===== src/rtl/cpu_pkg.sv =====
// Shared CPU definitions: branch-type codes, fetch defaults and the fetch FSM state encoding.
package cpu_pkg;

  localparam int DEF_PC_W           = 8;
  localparam int DEF_RESET_VEC_ADDR = 0;
  localparam int DEF_INT_VEC_ADDR   = 1;

  typedef enum logic [2:0] {
    BR_NONE = 3'd0,
    BR_EQ   = 3'd1,
    BR_NE   = 3'd2,
    BR_LT   = 3'd3,
    BR_GE   = 3'd4,
    BR_JMP  = 3'd5
  } br_type_e;

  typedef enum logic [1:0] {
    S_RST_VEC = 2'd0,
    S_RUN     = 2'd1,
    S_INT_VEC = 2'd2
  } fetch_state_e;

endpackage


===== src/rtl/pc_fetch_ctrl_flush_ctr.sv =====
// Loadable saturating down-counter; flush stays high while the count is non-zero.
module flush_ctr #(
  parameter int unsigned FLUSH_CYCLES = 1
) (
  input  logic clk,
  input  logic rst_n,
  input  logic i_load,
  output logic o_flush
);

  logic [1:0] r_cnt;

  // A reload replaces the remaining count rather than adding to it.
  always_ff @(posedge clk or negedge rst_n) begin
    if (!rst_n) begin
      r_cnt <= 2'd0;
    end else if (i_load) begin
      r_cnt <= 2'(FLUSH_CYCLES);
    end else if (r_cnt != 2'd0) begin
      r_cnt <= r_cnt - 2'd1;
    end
  end

  assign o_flush = (r_cnt != 2'd0);

endmodule


===== src/rtl/pc_fetch_ctrl.sv =====
// Program counter and fetch-redirect controller: vector loads, branch/interrupt redirects,
// stall hold and front-end flush generation.
module pc_fetch_ctrl
  import cpu_pkg::*;
#(
  parameter int          PC_W           = DEF_PC_W,
  parameter int          RESET_VEC_ADDR = DEF_RESET_VEC_ADDR,
  parameter int          INT_VEC_ADDR   = DEF_INT_VEC_ADDR,
  parameter int unsigned FLUSH_CYCLES   = 1
) (
  input  logic            clk,
  input  logic            rst_n,
  input  logic            b_take,
  input  logic [PC_W-1:0] b_target,
  input  logic            stall,
  input  logic            int_req,
  input  logic [PC_W-1:0] imem_data,
  output logic [PC_W-1:0] pc,
  output logic [PC_W-1:0] pc_plus1,
  output logic            fetch_valid,
  output logic            flush,
  output logic            int_ack,
  output logic [PC_W-1:0] ret_pc
);

  fetch_state_e    r_state;
  fetch_state_e    w_state_nxt;
  logic [PC_W-1:0] r_pc;
  logic [PC_W-1:0] w_pc_nxt;
  logic [PC_W-1:0] r_ret_pc;
  logic [PC_W-1:0] w_ret_nxt;
  logic            w_load;
  logic            w_int_ack;
  logic            w_flush;

  always_ff @(posedge clk or negedge rst_n) begin
    if (!rst_n) begin
      r_state  <= S_RST_VEC;
      r_pc     <= PC_W'(RESET_VEC_ADDR);
      r_ret_pc <= '0;
    end else begin
      r_state  <= w_state_nxt;
      r_pc     <= w_pc_nxt;
      r_ret_pc <= w_ret_nxt;
    end
  end

  // Priority in S_RUN: branch, then interrupt (only when not stalled), then stall, then increment.
  always_comb begin
    w_state_nxt = r_state;
    w_pc_nxt    = r_pc;
    w_ret_nxt   = r_ret_pc;
    w_load      = 1'b0;
    w_int_ack   = 1'b0;
    case (r_state)
      S_RST_VEC, S_INT_VEC: begin
        w_pc_nxt    = imem_data;
        w_state_nxt = S_RUN;
      end
      S_RUN: begin
        if (b_take) begin
          w_pc_nxt = b_target;
          w_load   = 1'b1;
        end else if (int_req && !stall) begin
          w_ret_nxt   = r_pc;
          w_int_ack   = 1'b1;
          w_pc_nxt    = PC_W'(INT_VEC_ADDR);
          w_state_nxt = S_INT_VEC;
          w_load      = 1'b1;
        end else if (!stall) begin
          w_pc_nxt = r_pc + PC_W'(1);
        end
      end
      default: begin
        w_state_nxt = S_RST_VEC;
        w_pc_nxt    = PC_W'(RESET_VEC_ADDR);
      end
    endcase
  end

  flush_ctr #(
    .FLUSH_CYCLES(FLUSH_CYCLES)
  ) u_flush_ctr (
    .clk    (clk),
    .rst_n  (rst_n),
    .i_load (w_load),
    .o_flush(w_flush)
  );

  assign pc          = r_pc;
  assign pc_plus1    = r_pc + PC_W'(1);
  assign ret_pc      = r_ret_pc;
  assign flush       = w_flush;
  assign int_ack     = w_int_ack;
  assign fetch_valid = (r_state == S_RUN) && !stall && !w_flush;

endmodule


===== config.mk =====
export PLATFORM = sky130hd
export DESIGN_NAME = pc_fetch_ctrl
export DESIGN_NICKNAME = d
export VERILOG_FILES = /design/src/rtl/cpu_pkg.sv /design/src/rtl/pc_fetch_ctrl_flush_ctr.sv /design/src/rtl/pc_fetch_ctrl.sv
export SDC_FILE = /design/constraint.sdc
export NUM_CORES = 1
export LEC_CHECK = 0
export ABC_AREA = 1
export CORE_UTILIZATION = 33
export DETAILED_ROUTE_END_ITERATION = 6
export GPL_TIMING_DRIVEN = 0
export SETUP_SLACK_MARGIN = 0.3
export SLEW_MARGIN = 20
export SYNTH_ARGS = -nofsm -noshare
export SYNTH_HDL_FRONTEND = slang
export SYNTH_SLANG_ARGS = --single-unit

===== constraint.sdc =====
create_clock -name clk -period 3.3 [get_ports clk]
set_input_delay 0.33 -clock clk [delete_from_list [all_inputs] [get_ports clk]]
set_output_delay 0.33 -clock clk [all_outputs]
set_load 0.02 [all_outputs]

==> results of run 1 <==
[cell families after synthesis]
| kind of cell | share of synthesized area |
|---|---|
| compound gates | 0.156 |
| xor+xnor | 0.00769 |
| fa+ha+maj | 0.0220 |
| buf+inv | 0.0977 |
| flops | 0.439 |
| simple gates | 0.278 |
[worst reg2reg max path, stage by stage (launching register included)]
cell,delay (ns)
dfrtp_1,0.46
ha_1,0.23
nand2_1,0.09
inv_1,0.05
nand3_1,0.06
nand2_1,0.09
o21ai_1,0.12
nand2_1,0.06
a21oi_1,0.11
[metrics by stage]
stage / utilization / power, mW / worst slack [ns] / hold WS (ns)
after CTS: 0.532 / 0.943 / 0.965 / 0.419
after global routing: 0.532 / 1.00 / 0.853 / 0.421
after floorplan: - / 0.604 / 1.70 / 0.0344
after detailed placement: 0.525 / 0.827 / 1.05 / 0.474
after global placement: 0.525 / 0.818 / 1.05 / 0.461
final: 0.532 / 0.934 / 0.984 / 0.421
[worst min path at each step]
stage | startpoint | to | slack [ns] | cells after the start
final | b_take | pc[5] | 0.42 | 5
after global routing | b_take | pc[6] | 0.42 | 5
after CTS | b_take | pc[5] | 0.42 | 5
after detailed placement | ret_pc[1] | ret_pc[1] | 0.47 | 2
after global placement | ret_pc[1] | ret_pc[1] | 0.46 | 2
after floorplan | rst_n | pc[0] | 0.03 | 0
[cells in the final DEF (no fill, tap or decap), types with 2 or more instances in the layout]
| cell | instances |
|---|---|
| a21oi_1 | 15 |
| a22oi_1 | 2 |
| and2_1 | 3 |
| buf_4 | 2 |
| clkbuf_4 | 3 |
| clkdlybuf4s50_1 | 46 |
| dfrtp_1 | 20 |
| ha_1 | 2 |
| inv_1 | 17 |
| inv_2 | 5 |
| nand2_1 | 44 |
| nand2_2 | 4 |
| nand3_1 | 7 |
| nor2_1 | 9 |
| o21ai_0 | 3 |
| o21ai_1 | 11 |
[sequential cells by signal (all words and copies together) (netlist names)]
register           count
r_state                2
pc                     8
ret_pc                 8
u_flush_ctr.r_cnt      2
[power by group through the flow]
stage / sequential [mW] / combinational, mW / clock, mW
global route: 0.356 / 0.516 / 0.133
global placement: 0.350 / 0.468 / 0
finish: 0.347 / 0.469 / 0.117
detailed placement: 0.352 / 0.475 / 0
floorplan: 0.399 / 0.205 / 0
CTS: 0.348 / 0.476 / 0.120
[routing by layer]
metal,global-route usage,up-vias,wire (um)
met4,0.0682,0,48
met2,0.306,31,1390
met5,0,-,0
met3,0.0192,5,111
met1,0.231,509,1430
li1,-,588,-
[cell type report]
type                            instances  area share
Clock buffer                            3      0.0134
Timing Repair Buffer                   46       0.274
Buffer                                  3      0.0119
Multi-Input combinational cell        108       0.315
Tap cell                               44      0.0328
Sequential cell                        20       0.298
Inverter                               23      0.0544
==> reports/qor.yml, run 1 <==
status: "finished clean"
crit_path_end: "pc_plus1[6]"
slowest_stage: "clkdlybuf4s50_1"
reg2reg_depth: 8
fillers: 347
yosysTopAreaCell: "dfrtp_1"
post_cts_buffers: 0
worst_slew_pin_slew_ns: 0.916
final_max_slew_viol_count: 0
ys_seq_area_frac: 0.439
clkPwrFrac: 0.126
synth_common_cells: "nand2_1 (44), dfrtp_1 (20), inv_1 (17), a21oi_1 (15), o21ai_1 (11)"
clk_latency_ns: 0.30
seq_power_share: 0.372
start_util: 0.362
multiInputGateArea_um2: 528
min_period_ns: 2.32
die_area_um2: 3690
hp-class: "in -> reg"
insertedDiodeCount: 0
place_hpwl_um: 2390
slew_headroom: 0.388
synth_edf_count: 0
cts_resized: 0
timing.final.crit_share: 0.702
grt_pass1_vias: 1071
viasPerCell: 4.59
drc_errors: 0
cp_cell_sequence: "ha_1 -> nand3_1 -> o21ai_1 -> and2_1 -> clkdlybuf4s50_1"
yosys.area.top_type_share: 0.439
final_cell_count_no_fill: 247
skew_ns: 0.00678
fmaxAchievable_ghz: 0.432
r2r-end: "pc[4]"
path_delay_family: "buffers and inverters"
hold_buffers: 0
rsz0062_at_grt: "no"
cts_tree: "built"
synthArstFlopShare: 1.00
drt-total-wl_um: 2980
dr.pass1.iters: 5
synthesis.nets: 177
die_y_um: 60.8
clkSinkCount: 20
switchingPower_mw: 0.372
synth.avg_cell_area_um2: 7.40
pin_count: 48
worstPathMaxFanout: 6
p_leak_nw: 0.795
rr_startpoint: "pc[1]"
cts_root_buf: "clkbuf_4"
port_buffers: 46
peakVddDrop_uv: 243
cts_made_buffers: 3
clk_pin_slew_worst_paths_ns: 0.12
cts_max_level: 1
powerDensity_nw_per_um2: 557
drtIter0Drc: 38
fp.coreArea_um2: 3150
grt_max_degree: 21
clockBufferDepth: 2
ys_seq_elements: 20
grt_usage: 0.178
rrSetupSlack_ns: 1.97
syn_area_um2: 1140
final_nets: 228
finalHoldViolations: 0
grt-ovfl-total: 0
chipWidth_um: 60.8
setup-violations-final: 0
combPwrFrac: 0.503
yosys_warnings: 0
drv_cap: 0
path_class: "reg -> out"
ant_nets: 0
cpPeakStageDelay_ns: 0.59
cp.required_ns: 2.97
setup_tns_ns: 0
synth_top_flop_cell: "dfrtp_1"
path_depth: 5
vias: 1133
cp.arrival_ns: 1.99
ys_types: 24
start_kind: "register"
final_area_um2: 1680
area_growth_pct: 47.2
placed_area_um2: 1660
endpoint_kind: "primary output"
synth_cells: 154
intPower_mw: 0.561
critPathBufInv: 1
globalplace.congestion: 0.824
grt_pass1_wl_um: 4800
drive_gt1_frac: 0.0985
switching_share: 0.399
wl_per_cell_um: 12.1
synth.most_common_cell: "nand2_1"
synthTopCellsByArea: "dfrtp_1 (44%), nand2_1 (14%), a21oi_1 (6.6%), inv_1 (5.6%), o21ai_1 (4.8%)"
antenna_found_initial: 0
num_rows: 20
critPathLaunch: "pc[1]"
regArea_um2: 500
placed_cells: 244
(Power assumes the default switching activity.)
==> run 2: changes to the inputs <==
- PLACE_DENSITY: default -> 0.67
- clock period: 3.3 -> 1.9 ns (I/O delays scaled with it)
==> run 2 against run 1 <==
Critical path depth did not move. Combinational power rose by 110%. Clock skew barely moved. Via count rose by 9.4%. Sequential power rose by 73%. Count of clock-buffer cells in the layout did not move. Total power rose by 110%. Clock power rose to 3.0 times the previous value. Non-clock buffer count rose by 16. Routed wire length rose by 10%. Flip-flop and latch count did not move.
==> reports/qor.yml, run 2 (synthesized netlist as in run 1, its figures left out) <==
status: "finished clean"
grt_usage: 0.191  # +0.0125
num_rows: 20  # unchanged
drt-total-wl_um: 3290  # +10%
clkSinkCount: 20  # unchanged
cp.required_ns: 1.71  # -1.26 ns
pin_count: 48  # unchanged
utilization: 0.598  # +0.0655
final_common_cell: "nand2_1"
cts_root_buf: "clkbuf_4"
timing.final.crit_share: 0.865
cts_max_level: 1  # unchanged
grt_pass1_wl_um: 5180  # +8.1%
regArea_um2: 505  # +1.0%
grt_max_degree: 21  # unchanged
die_area_um2: 3690  # unchanged
worst_slew_pin_slew_ns: 0.883  # -0.0327 ns
min_period_ns: 1.64
final_max_slew_viol_count: 0  # unchanged
clockBufferDepth: 2  # unchanged
skew_ns: 0.00645  # -0.000325 ns
hp-class: "in -> reg"
start_util: 0.362  # unchanged
die_y_um: 60.8  # unchanged
globalplace.congestion: 0.809  # -1.8%
p_leak_nw: 0.954  # +20%
port_buffers: 46  # unchanged
path_class: "reg -> out"
clk_pin_slew_worst_paths_ns: 0.12  # about the same
antenna_found_initial: 0  # unchanged
fillers: 318  # -8.4%
ant_nets: 0  # unchanged
layout_common_cells: "nand2_1 (41), clkdlybuf4s50_1 (30), buf_4 (19)"
place_hpwl_um: 2370  # -0.88%
dr.pass1.iters: 4  # -1
start_kind: "register"
cts_made_buffers: 3  # unchanged
worstPathMaxFanout: 4  # -2
chipWidth_um: 60.8  # unchanged
fp.coreArea_um2: 3150  # unchanged
fin_ws_ns: 0.256  # -0.728 ns
drive_gt1_frac: 0.264  # +0.165
wl_per_cell_um: 12.5  # +3.3%
area_growth_pct: 65.3
cp.arrival_ns: 1.45  # -0.54 ns
slew_headroom: 0.409  # +0.0218
clk_latency_ns: 0.31  # about the same
powerDensity_nw_per_um2: 1020  # +83%
endpoint_kind: "primary output"
place_ws_ns: -0.0597  # -1.11 ns
peakVddDrop_uv: 865  # +260%
final_nets: 244  # +7.0%
grt-ovfl-total: 0  # unchanged
fmaxAchievable_ghz: 0.608
drc_errors: 0  # unchanged
multiInputGateArea_um2: 589  # +12%
drtIter0Drc: 56  # +47%
finalHoldViolations: 0  # unchanged
vias: 1239  # +9.4%
grt_pass1_vias: 1190  # +11%
insertedDiodeCount: 0  # unchanged
placed_cells: 244  # unchanged
cts_tree: "built"
setup-violations-final: 0  # unchanged
drv_cap: 0  # unchanged
final_cell_count_no_fill: 264  # +6.9%
viasPerCell: 4.69  # +2.3%
rsz0062_at_grt: "yes"
[run 2: path summary, 6_finish.rpt]
check,endpoint,start,depth (start not counted),slack [ns]
max in group asynchronous,pc[1],rst_n,1,0.93
min in group asynchronous,ret_pc[0],rst_n,1,0.36
max reg2reg,pc[4],pc[1],8,0.61
min reg2reg,r_state[0],r_state[1],1,0.50
max,pc_plus1[6],pc[1],5,0.26
min,pc[5],b_take,5,0.27
[run 2: layout make-up]
type | count | share of cell area
well taps | 44 | 0.0292
clock inverters | 1 | 0.0159
multi-input cells | 108 | 0.313
clock buffers | 3 | 0.0120
repair buffers | 62 | 0.301
flip-flops and latches | 20 | 0.268
plain buffers | 3 | 0.0106
inverters | 23 | 0.0498
[run 2: critical path, cell delays in order (launching register included)]
cell and delay [ns]:
dfrtp_2 0.44, ha_4 0.15, nand3_1 0.11, o21ai_2 0.14, and2_1 0.14, buf_2 0.16
[run 2: through the flow]
stage                     hold WS (ns)  power, mW  TNS [ns]  cell area, um^2
final                            0.274       1.92         0             1880
after global routing             0.289       2.04         0             1880
after CTS                        0.270       1.80         0             1740
after detailed placement         0.463       1.44   -0.0597             1660
after global placement           0.457       1.42   -0.0548             1660
after floorplan                 -0.106       1.05         0             1140
[run 2: per-layer routing]
layer / share of wire / wire [um] / vias up / global-route usage
met5: 0 / 0 / - / 0
met4: 0.0058 / 19 / 0 / 0.0292
met3: 0.051 / 168 / 2 / 0.0469
met2: 0.50 / 1650 / 43 / 0.344
met1: 0.44 / 1450 / 568 / 0.235
li1: - / - / 626 / -
[run 2: what timing repair did]
action                     in CTS  in global routing
setup buffers                   5                 11
gates cloned                    0                  0
pin swaps                       1                  4
resized for setup              44                 24
hold buffers                    0                  0
setup endpoints to repair      15                 14
[run 2: power by group]
group | internal, mW | total [mW] | switching [mW] | leakage, nW
Sequential | 0.522 | 0.600 | 0.0778 | 0.240
Clock | 0.213 | 0.351 | 0.138 | 0.0279
Combinational | 0.464 | 0.967 | 0.502 | 0.686
==> patch 1, RTL diff (flow settings as in run 2) <==
The 3 states of `fetch_state_e` get a one-hot encoding in 3 bits.
--- a/src/rtl/cpu_pkg.sv
+++ b/src/rtl/cpu_pkg.sv
@@ -15,8 +15,8 @@
   } br_type_e;
 
-  typedef enum logic [1:0] {
-    S_RST_VEC = 2'd0,
-    S_RUN     = 2'd1,
-    S_INT_VEC = 2'd2
+  typedef enum logic [2:0] {
+    S_RST_VEC = 3'b001,
+    S_RUN     = 3'b010,
+    S_INT_VEC = 3'b100
   } fetch_state_e;
 
Function: same outputs for any inputs over 10 cycles, from zero or initial values and one cycle with rst_n low; not proved beyond that.
==> patch 1 against run 2 <==
Largest power group unchanged; total power up 45%; design area up 4.1%; critical endpoint is now pc_plus1[5]; synthesized area up 7.9%; setup slack better by 0.021 ns; clock power down 17%; sequential cell count up 1; wire length down 4.1%; via count up 1.2%; core utilization down 2.8 points.
==> patch 1: results (changes against run 2) <==
The clock edge transition at the registers on the reported setup and hold paths was 0.08 ns (was 0.12 ns); the number of global-route vias before repair was 1186 (was 1190). The count of input and output buffers was 46 (unchanged); the wire length of the first global-routing pass was 5313 µm (was 5181 µm). Synth top area cells: sky130_fd_sc_hd__dfrtp_1 41%, sky130_fd_sc_hd__nand2_1 18%, sky130_fd_sc_hd__inv_1 6.4%, sky130_fd_sc_hd__o21ai_0 5.3%, sky130_fd_sc_hd__nor2_1 4.9% (was sky130_fd_sc_hd__dfrtp_1 44%, sky130_fd_sc_hd__nand2_1 14%, sky130_fd_sc_hd__a21oi_1 6.6%, sky130_fd_sc_hd__inv_1 5.6%, sky130_fd_sc_hd__o21ai_1 4.8%).

The area share of the leading cell type in the synthesized netlist is 40.69% (was 43.91%). The vias per cell is 4.463 (was 4.693), and the clock latency on the worst-skew pair is 0.26 ns (was 0.31 ns). The top fanout value on the critical path came out at 3 (was 4). The setup slack on the worst flop-to-flop path is 0.37 ns (was 0.61 ns), and the share of cells above drive strength 1 is 24.26% (was 26.36%). The run finished with clean final reports. Worst-margin pin slew: 0.9583 ns (was 0.8831 ns). The overall fraction of global-route tracks in use came out at 17.00% (was 19.10%). The launch instance of the worst register-to-register path was r_state[2]$_DFFE_PN0P_ (was pc[1]$_DFFE_PN0P_). The run gives 42.83% (was 43.91%) as the sequential element share of the synthesized area. Leakage power figure: 0.001022 µW (was 0.0009541 µW). The run gives 1574 µW (was 1200 µW) as the internal power. The average routed wire per standard cell is 11.22 µm (was 12.45 µm). The run gives 0.3515 ns (was 0.2739 ns) as the worst slack on hold paths. For the count of antenna diodes in the layout, the log shows 0 (unchanged). The run gives 0.5620 mV (was 0.8649 mV) as the highest ir drop seen on vdd. The half-perimeter wire length after detailed placement was 2322 µm (was 2372 µm). Number of DRC markers in iteration 0: 45 (was 56). The number of fill cells in the layout was 338 (was 318); the signal arrival time at the worst endpoint was 1.43 ns (was 1.45 ns). Buffer cell driving the clock tree root: sky130_fd_sc_hd__clkbuf_8 (was sky130_fd_sc_hd__clkbuf_4).

The run gives 22 (was 21) as the pin count of the biggest net entering global routing. The beginning of the critical path was pc[0]$_DFFE_PN0P_ (was pc[1]$_DFFE_PN0P_). The largest clock skew in the final design came out at 0.003366 ns (was 0.006450 ns). Capture point of the worst path: pc_plus1[5] (was pc_plus1[6]). The logs give 259 (was 244) for the number of nets in the finished design and 0.8079 (was 0.8092) for the final RePlAce weighted congestion. End of the worst register-to-register path: pc[1]$_DFFE_PN0P_ (was pc[4]$_DFFE_PN0P_).

Number of nets in the synthesized netlist: 194 (was 177). Commonest cells post-synth: 60 x sky130_fd_sc_hd__nand2_1, 21 x sky130_fd_sc_hd__inv_1, 20 x sky130_fd_sc_hd__dfrtp_1 (was 44 x sky130_fd_sc_hd__nand2_1, 20 x sky130_fd_sc_hd__dfrtp_1, 17 x sky130_fd_sc_hd__inv_1).
## patch 1: cell count changes after synthesis, sizes merged, moves of 2 or more
cell | run 2 | this run
nand3 | 7 | 9
a21oi | 16 | 8
nand2 | 48 | 61
a31oi | 0 | 2
a22oi | 2 | 0
nor2 | 11 | 17
buf | 3 | 5
## patch 1: power by group through the flow
stage,registers (µW),clock network (µW),logic (µW)
floorplan,901,0,743
global placement,771,0,1490
finish,770,293,1720
CTS,757,303,1610
detailed placement,776,0,1500
global route,801,320,1890
## patch 1: timing repair
| action | in CTS | in global routing |
|---|---|---|
| setup buffers | 10 | 3 |
| resized for setup | 50 | 24 |
| setup endpoints to repair | 11 | 15 |
| pin swaps | 4 | 7 |
| gates cloned | 0 | 1 |
## patch 1: cell families (layout without fill, tap and decap cells)
group	after synthesis	count (layout)	share of synthesized area (%)
and+or+nand+nor	94	94	34.08
buffers and inverters	29	93	10.07
AOI/OAI and AO/OA	24	24	10.27
DFF	21	21	42.83
adders and majority gates	2	2	2.034
xor gates and xnor gates	1	1	0.7122
## patch 1: metrics by stage
stage / instances / power, µW / area, µm² / setup WS, ns / util [%]
CTS: 277 / 2672 / 1869 / 0.1392 / 54.31
floorplan: 171 / 1644 / 1230 / 0.4193 / -
global placement: 263 / 2256 / 1748 / -0.1669 / 50.78
global route: 281 / 3009 / 1961 / 0.2008 / 56.96
detailed placement: 263 / 2279 / 1748 / -0.1401 / 50.78
finish: 281 / 2781 / 1961 / 0.2770 / 56.96
## patch 1: final cells by class
| type | instances | area, µm² | area share [%] |
|---|---|---|---|
| plain buffers | 5 | 40.04 | 2.042 |
| inverters | 24 | 95.09 | 4.850 |
| repair buffers | 60 | 554.3 | 28.27 |
| clock buffers | 3 | 41.29 | 2.106 |
| multi-input cells | 121 | 635.6 | 32.42 |
| clock inverters | 1 | 5.005 | 0.2553 |
| well taps | 46 | 57.56 | 2.936 |
| flip-flops and latches | 21 | 531.8 | 27.12 |
## patch 1: per-layer routing
metal / part of all wire [%] / GRT usage, % / vias up
met1: 47 / 23.29 / 552
met5: 0 / 0 / -
met2: 47 / 27.15 / 42
li1: - / - / 658
met3: 5.0 / 3.442 / 2
met4: 0.67 / 4.360 / 0
## patch 1: critical path: stages (launching register included)
cell and delay, ns:
sky130_fd_sc_hd__dfrtp_2 0.44, sky130_fd_sc_hd__buf_4 0.14, sky130_fd_sc_hd__buf_6 0.11, sky130_fd_sc_hd__nand3_4 0.08, sky130_fd_sc_hd__o21ai_1 0.08, sky130_fd_sc_hd__and2_1 0.17
sky130_fd_sc_hd__buf_4 0.15
==> patch 2, RTL diff (flow settings as in run 2) <==
Without the edit above. The package constant `DEF_PC_W` goes from 8 to 10.
--- a/src/rtl/cpu_pkg.sv
+++ b/src/rtl/cpu_pkg.sv
@@ -2,5 +2,5 @@
 package cpu_pkg;
 
-  localparam int DEF_PC_W           = 8;
+  localparam int DEF_PC_W           = 10;
   localparam int DEF_RESET_VEC_ADDR = 0;
   localparam int DEF_INT_VEC_ADDR   = 1;
Interface: changed (5 resized); port bits go from 48 to 58. No check against the original RTL was run, so the function may have changed too.
==> patch 2 against run 2 <==
Count of clock-buffer cells in the layout is the same; wire length grew 37%; design area up 28%; synthesized area rose by 26%; via count rose by 25%; clock skew decreased by 0.00063 ns; setup slack got worse by 0.099 ns; clock power up 31%; non-clock buffer count increased by 17; final cell count up 21%; total power rose by 24%; sequential cell count rose by 4.
==> patch 2: results (changes against run 2) <==
Number of cells traversed by the worst register-to-register path: 6 (was 8). The highest ir drop seen on vdd is 0.5971 mV (was 0.8649 mV), and the largest clock skew in the final design is 0.005822 ns (was 0.006450 ns). For the global-route track usage on met3, the log shows 2.500% (was 4.691%).

The tools report the met1 track demand over resource in global routing as 26.22% (was 23.51%). The half-perimeter wire length after detailed placement is 2980 µm (was 2372 µm), and the combinational group power is 1190 µW (was 967 µW). The tools report the end point of the worst hold path as r_state[0]$_DFFE_PN0P_ (was pc[5]$_DFFE_PN0P_).

The total net switching power was 899.5 µW (was 718.1 µW); the power drawn by the sequential cells was 732 µW (was 600 µW). The average routed wire per standard cell was 14.10 µm (was 12.45 µm). The tools report the number of DRC markers in iteration 0 as 74 (was 56). For the number of global-route vias before repair, the log shows 1464 (was 1190). The largest stage delay on the critical path is 0.48 ns (was 0.44 ns).

The tools report the launch instance of the worst register-to-register path as pc[2]$_DFFE_PN0P_ (was pc[1]$_DFFE_PN0P_). Count of input and output buffers: 57 (was 46). The buffer cell driving the clock tree root is sky130_fd_sc_hd__clkbuf_8 (was sky130_fd_sc_hd__clkbuf_4). Commonest cells post-synth: 54 x sky130_fd_sc_hd__nand2_1, 24 x sky130_fd_sc_hd__dfrtp_1, 24 x sky130_fd_sc_hd__inv_1 (was 44 x sky130_fd_sc_hd__nand2_1, 20 x sky130_fd_sc_hd__dfrtp_1, 17 x sky130_fd_sc_hd__inv_1).

The worst slack on hold paths is 0.3582 ns (was 0.2739 ns). Worst slew slack as a fraction of its limit: 63.53% (was 40.94%). The pin count of the biggest net entering global routing is 25 (was 21). The logs give 319 (was 264) for the number of cells in the finished layout apart from fillers and 1.55 ns (was 1.45 ns) for the signal arrival time at the worst endpoint. The logs give 2041 µm (was 1454 µm) for the routed metal-1 wirelength and 2064 µm² (was 1655 µm²) for the area of placed instances.

The run finished with clean final reports. Setup slack on the worst flop-to-flop path: 0.47 ns (was 0.61 ns). The clock latency on the worst-skew pair is 0.28 ns (was 0.31 ns). The clock edge transition at the registers on the reported setup and hold paths is 0.09 ns (was 0.12 ns), and the number of placed instances with taps included is 296 (was 244). The tools report the leakage power figure as 0.001225 µW (was 0.0009541 µW). The share of cells above drive strength 1 was 27.14% (was 26.36%); the number of distinct library cells after synthesis was 30 (was 24).
## patch 2: cell types whose count changed after synthesis, moves of 4 or more
cell                      delta
sky130_fd_sc_hd__nand2_1    +10
sky130_fd_sc_hd__inv_1       +7
sky130_fd_sc_hd__o21ai_1    -11
sky130_fd_sc_hd__dfrtp_1     +4
sky130_fd_sc_hd__o21ai_0    +10
## patch 2: timing repair
action,in CTS,in global routing
hold buffers,0,1
endpoints found under the setup margin,14,16
buffers inserted,8,10
hold endpoints to repair,0,24
pin swaps,1,11
gates resized for setup,60,45
## patch 2: cell type report
class / instances / area, µm²
plain buffers: 6 / 55.05
clock buffers: 3 / 41.29
clock inverters: 1 / 30.03
fillers: 368 / 1673
inverters: 26 / 105.1
multi-input cells: 133 / 774.5
flip-flops and latches: 24 / 608.1
well taps: 50 / 62.56
repair buffers: 76 / 737.0
